`src/rtl/rx_mod.sv`:
```
// rx_mod: baseband slicer for the tx_mod pulse-shaped link plus an optional PRBS9 BER checker.
// Latency: bit_out/bit_valid 1 cycle after the sampled input; BER counters 2 cycles after it.
// Backpressure: none; enable is a sample-valid and all state holds while it is low.
// Optional feature: define RX_BER_EN to compile in the PRBS9 checker, lock FSM and counters.
module rx_mod #(
    parameter int N_OS       = 4,
    parameter int LOCK_CNT   = 32,
    parameter int UNLOCK_CNT = 8,
    parameter int CNT_W      = 32
) (
    input  logic                    clk,
    input  logic                    rst,
    input  logic                    enable,
    input  logic signed [10:0]      rx_in,
    input  logic [$clog2(N_OS)-1:0] phase,
    input  logic                    ber_clr,
    output logic                    bit_out,
    output logic                    bit_valid,
    output logic                    locked,
    output logic [CNT_W-1:0]        bit_count,
    output logic [CNT_W-1:0]        err_count
);

    localparam int PW = $clog2(N_OS);

    logic [PW-1:0] cnt_q;
    logic          bit_out_q;
    logic          bit_valid_q;

    // Phase counter wraps naturally because N_OS is a power of two.
    always_ff @(posedge clk or negedge rst) begin
        if (!rst) begin
            cnt_q <= '0;
        end else if (enable) begin
            cnt_q <= cnt_q + 1'b1;
        end
    end

    // Slicer: take the sign of the sample on the selected phase; bit_out holds between strobes.
    always_ff @(posedge clk or negedge rst) begin
        if (!rst) begin
            bit_out_q   <= 1'b0;
            bit_valid_q <= 1'b0;
        end else if (enable && (cnt_q == phase)) begin
            bit_out_q   <= ~rx_in[10];
            bit_valid_q <= 1'b1;
        end else begin
            bit_valid_q <= 1'b0;
        end
    end

    assign bit_out   = bit_out_q;
    assign bit_valid = bit_valid_q;

`ifdef RX_BER_EN

    localparam int MW = $clog2(LOCK_CNT + 1);
    localparam int UW = $clog2(UNLOCK_CNT + 1);

    typedef enum logic [1:0] {
        ST_FILL   = 2'd0,
        ST_SEARCH = 2'd1,
        ST_LOCKED = 2'd2
    } state_t;

    state_t           state_q, state_d;
    logic [8:0]       h_q, h_d;
    logic [3:0]       fill_q, fill_d;
    logic [MW-1:0]    match_q, match_d;
    logic [UW-1:0]    miss_q, miss_d;
    logic [CNT_W-1:0] bit_cnt_q, bit_cnt_d;
    logic [CNT_W-1:0] err_cnt_q, err_cnt_d;
    logic             pred;
    logic             unused_in;

    // PRBS9 x^9 + x^5 + 1 with h[0] newest.
    assign pred = h_q[8] ^ h_q[4];

    // Checker registers; everything returns to FILL with an empty history on reset.
    always_ff @(posedge clk or negedge rst) begin
        if (!rst) begin
            state_q   <= ST_FILL;
            h_q       <= '0;
            fill_q    <= '0;
            match_q   <= '0;
            miss_q    <= '0;
            bit_cnt_q <= '0;
            err_cnt_q <= '0;
        end else begin
            state_q   <= state_d;
            h_q       <= h_d;
            fill_q    <= fill_d;
            match_q   <= match_d;
            miss_q    <= miss_d;
            bit_cnt_q <= bit_cnt_d;
            err_cnt_q <= err_cnt_d;
        end
    end

    // Lock FSM and counter next-state; only recovered-bit strobes move it.
    always_comb begin
        state_d   = state_q;
        h_d       = h_q;
        fill_d    = fill_q;
        match_d   = match_q;
        miss_d    = miss_q;
        bit_cnt_d = bit_cnt_q;
        err_cnt_d = err_cnt_q;

        if (bit_valid_q) begin
            unique case (state_q)
                ST_FILL: begin
                    h_d = {h_q[7:0], bit_out_q};
                    if (fill_q == 4'd8) begin
                        fill_d  = '0;
                        match_d = '0;
                        state_d = ST_SEARCH;
                    end else begin
                        fill_d = fill_q + 1'b1;
                    end
                end
                ST_SEARCH: begin
                    h_d = {h_q[7:0], bit_out_q};
                    if (bit_out_q == pred) begin
                        if (match_q == MW'(LOCK_CNT - 1)) begin
                            match_d = '0;
                            miss_d  = '0;
                            state_d = ST_LOCKED;
                        end else begin
                            match_d = match_q + 1'b1;
                        end
                    end else begin
                        match_d = '0;
                    end
                end
                ST_LOCKED: begin
                    // Flywheel on our own prediction so channel errors don't corrupt the history.
                    h_d = {h_q[7:0], pred};
                    if (bit_cnt_q != '1) begin
                        bit_cnt_d = bit_cnt_q + 1'b1;
                    end
                    if (bit_out_q != pred) begin
                        if (err_cnt_q != '1) begin
                            err_cnt_d = err_cnt_q + 1'b1;
                        end
                        if (miss_q == UW'(UNLOCK_CNT - 1)) begin
                            miss_d  = '0;
                            fill_d  = '0;
                            state_d = ST_FILL;
                        end else begin
                            miss_d = miss_q + 1'b1;
                        end
                    end else begin
                        miss_d = '0;
                    end
                end
                default: begin
                    state_d = ST_FILL;
                    fill_d  = '0;
                end
            endcase
        end

        // Clear wins over any increment in the same cycle.
        if (ber_clr) begin
            bit_cnt_d = '0;
            err_cnt_d = '0;
        end
    end

    assign locked    = (state_q == ST_LOCKED);
    assign bit_count = bit_cnt_q;
    assign err_count = err_cnt_q;
    assign unused_in = ^rx_in[9:0];

`else

    logic unused_in;

    assign locked    = 1'b0;
    assign bit_count = '0;
    assign err_count = '0;
    assign unused_in = ^{rx_in[9:0], ber_clr};

`endif

endmodule

```
`config.mk`:
```
export PLATFORM = sky130hd
export DESIGN_NAME = rx_mod
export DESIGN_NICKNAME = d
export VERILOG_FILES = /design/src/rtl/rx_mod.sv
export SDC_FILE = /design/constraint.sdc
export NUM_CORES = 1
export LEC_CHECK = 0
export ABC_AREA = 1
export CAP_MARGIN = 40
export CORE_MARGIN = 2
export CORE_UTILIZATION = 26
export CTS_BUF_LIST = sky130_fd_sc_hd__clkbuf_16
export DETAILED_ROUTE_END_ITERATION = 10
export HOLD_SLACK_MARGIN = 0.08
export PLACE_DENSITY = 0.77
export RECOVER_POWER = 100
export SLEW_MARGIN = 20
export SYNTH_ARGS = -nofsm -noshare
export SYNTH_HDL_FRONTEND = slang
export SYNTH_SLANG_ARGS = --single-unit
```
`constraint.sdc`:
```
create_clock -name clk -period 1.15 [get_ports clk]
set_input_delay 0.115 -clock clk [delete_from_list [all_inputs] [get_ports clk]]
set_output_delay 0.115 -clock clk [all_outputs]
set_load 0.005 [all_outputs]
```
==> impl_metrics.toml <==
[global_routing]
overflow = 0
grt_pass1_vias = 212
busiest_layer = "met2"
use_met2_pct = 6.633
grtUsageMet3_pct = 2.093
grt_max_degree = 5
grt_pass1_wl_um = 883
use_met1_pct = 3.226
grt_use_total_pct = 4.133
antenna_found_initial = 0

[power_and_ir_drop]
p_total_w = 0.001038
power.leakage_nw = 0.4122
p_per_area_nw_per_um2 = 1637
ir_drop_mv = 0.6526

[sta]
period_minus_slack_ns = 0.9734
hold_violations = 0
period_share_pct = 84.64
slew_viol_final = 0
clock_skew_ns = 0.001193
setup_viol = 0
setup_tns_ns = 0
rsz0062_at_grt = "false"
max_freq_ghz = 1.027

[placement]
dp_hpwl_um = 621.1
port_buffers = 7
gp_congestion = 0.6396

[critical_path]
critPathRequiredTime_ns = 1.03
cp-end-kind = "output pin"
cp_cell_sequence = "dlygate4sd2_1"
slowest_stage = "dfrtp_1"
worstSetupStartpointType = "flop"
path_buf_inv = 1
critPathMaxFanout = 2
critPathKind = "flop to output pin"
slowest_delay_ns = 0.37
crit_arrival_ns = 0.86
cp_top_family = "flip-flops"

[floorplanning]
ios = 84
rows = 18
die-area_um2 = 3121
die_y_um = 55.87
start_util_pct = 27.73
dieWidth_um = 55.87
coreArea_um2 = 2522

[finish]
final_common_cell = "conb_1"
final_cell_mix = "65 x conb_1, 8 x nand2_1, 5 x inv_1, 4 x dfrtp_1"
antenna_cells = 0
fin_nets = 121
areaGrowthSynthToFinish_pct = -9.302
drive_above_1_share_pct = 7.843

[outcome]
status = "finished, final reports clean"

[cts]
cts_tree = "done"
htree_levels = 1
hold_buffers = 0
cts_buffer_depth = 2
cts_resized = 2
clk_pin_slew_ns = 0.03
cts.sinks = 4
post_cts_buffers = 0
clk-insertion-delay-late_ns = 0.22
ctsRootBufferMaster = "clkbuf_16"
cts_made_buffers = 3

[detailed_routing]
wl_per_cell_um = 5.258
ant_nets = 0
drt_iter0_markers = 0
wl_um = 694
drcViolationCount = 0
route.vias.total = 348
dr.pass1.iters = 1
vias_per_cell = 2.636

[synth]
synthesis.area_um2 = 699.4
synth_area_leader_cell = "buf_4"
ys_ff_latch = 4
syn_avg_cell_area_um2 = 7.602
synth_cell_type_count = 12
synth_top_area_share_pct = 69.77
ys_seq_area_share_pct = 14.31
synth.area.top_cells = "buf_4 70%, dfrtp_1 14%, nand2_1 4.3%"
netlist_instances = 92
ys_warn_count = 0

[run]
drv_cap = 0

[min_path]
worst_hold_path_type = "primary input to asynchronous set/reset pin"
cell type report:
class	count	area, µm²
fill	281	1888
multi-input combinational	80	320.3
sequential	4	100.1
clock buffer	3	75.07
timing repair buffer	8	75.07
tap	30	37.54
inverter	7	26.28
path summary, 6_finish.rpt:
path	startpoint	endpoint	slack (ns)	cells after the start
worst max-delay path	bit_out$_DFFE_PN0P_	bit_out	0.18	1
worst min-delay path	rst	bit_out$_DFFE_PN0P_	0.16	1
worst max register to register	cnt_q[1]$_DFFE_PN0P_	bit_out$_DFFE_PN0P_	0.26	6
worst min register to register	bit_out$_DFFE_PN0P_	bit_out$_DFFE_PN0P_	0.48	2
max in group asynchronous	rst	cnt_q[0]$_DFFE_PN0P_	0.81	1
min in group clk	bit_out$_DFFE_PN0P_	bit_out$_DFFE_PN0P_	0.48	2
Yosys cell counts, drive strengths merged:
cell   count
buf       65
a21oi      1
conb       1
nand3      2
nand2      8
dfrtp      4
nor2       2
xor2       2
inv        7
per-layer routing:
metal  routed length (µm)  up-vias
met5                    0        -
met4                   16        0
met3                  131        2
met2                  368       38
met1                  178      147
li1                     -      161
sequential cells by signal, indices dropped and copies added, names as in the netlist:
| register | count |
|---|---|
| bit_out | 1 |
| bit_valid | 1 |
| cnt_q | 2 |
kinds of logic (layout without fill, tap and decap cells):
kind of cell    Yosys count  count (layout)  synth area share (%)
simple gates             12              12                 7.871
compound gates            1               1                 1.252
buf+inv                  72              18                 73.52
flops                     4               4                 14.31
xor+xnor                  2               2                 2.505
other cells               1              65                0.5362
where the power goes:
part | internal, W | switching, W | leakage (nW)
logic | 0.0000969 | 0.000161 | 0.326
registers | 0.000203 | 0.0000365 | 0.0493
clock network | 0.000444 | 0.0000973 | 0.0370
total | 0.000744 | 0.000294 | 0.412
stage by stage:
step | util, % | instances | hold WS [ns] | setup WS, ns | instance area, µm²
2_1_floorplan | - | 156 | -0.1806 | 0.3292 | 939.7
3_3_place_gp | 22.47 | 129 | 0.3290 | 0.07695 | 566.8
3_5_place_dp | 22.47 | 129 | 0.3309 | 0.06323 | 566.8
4_1_cts | 25.35 | 132 | 0.09740 | 0.1694 | 639.4
5_1_grt | 25.15 | 132 | 0.1833 | 0.09286 | 634.4
6_report | 25.15 | 132 | 0.1650 | 0.1766 | 634.4
Note: power is estimated with default switching activity, not from simulation.
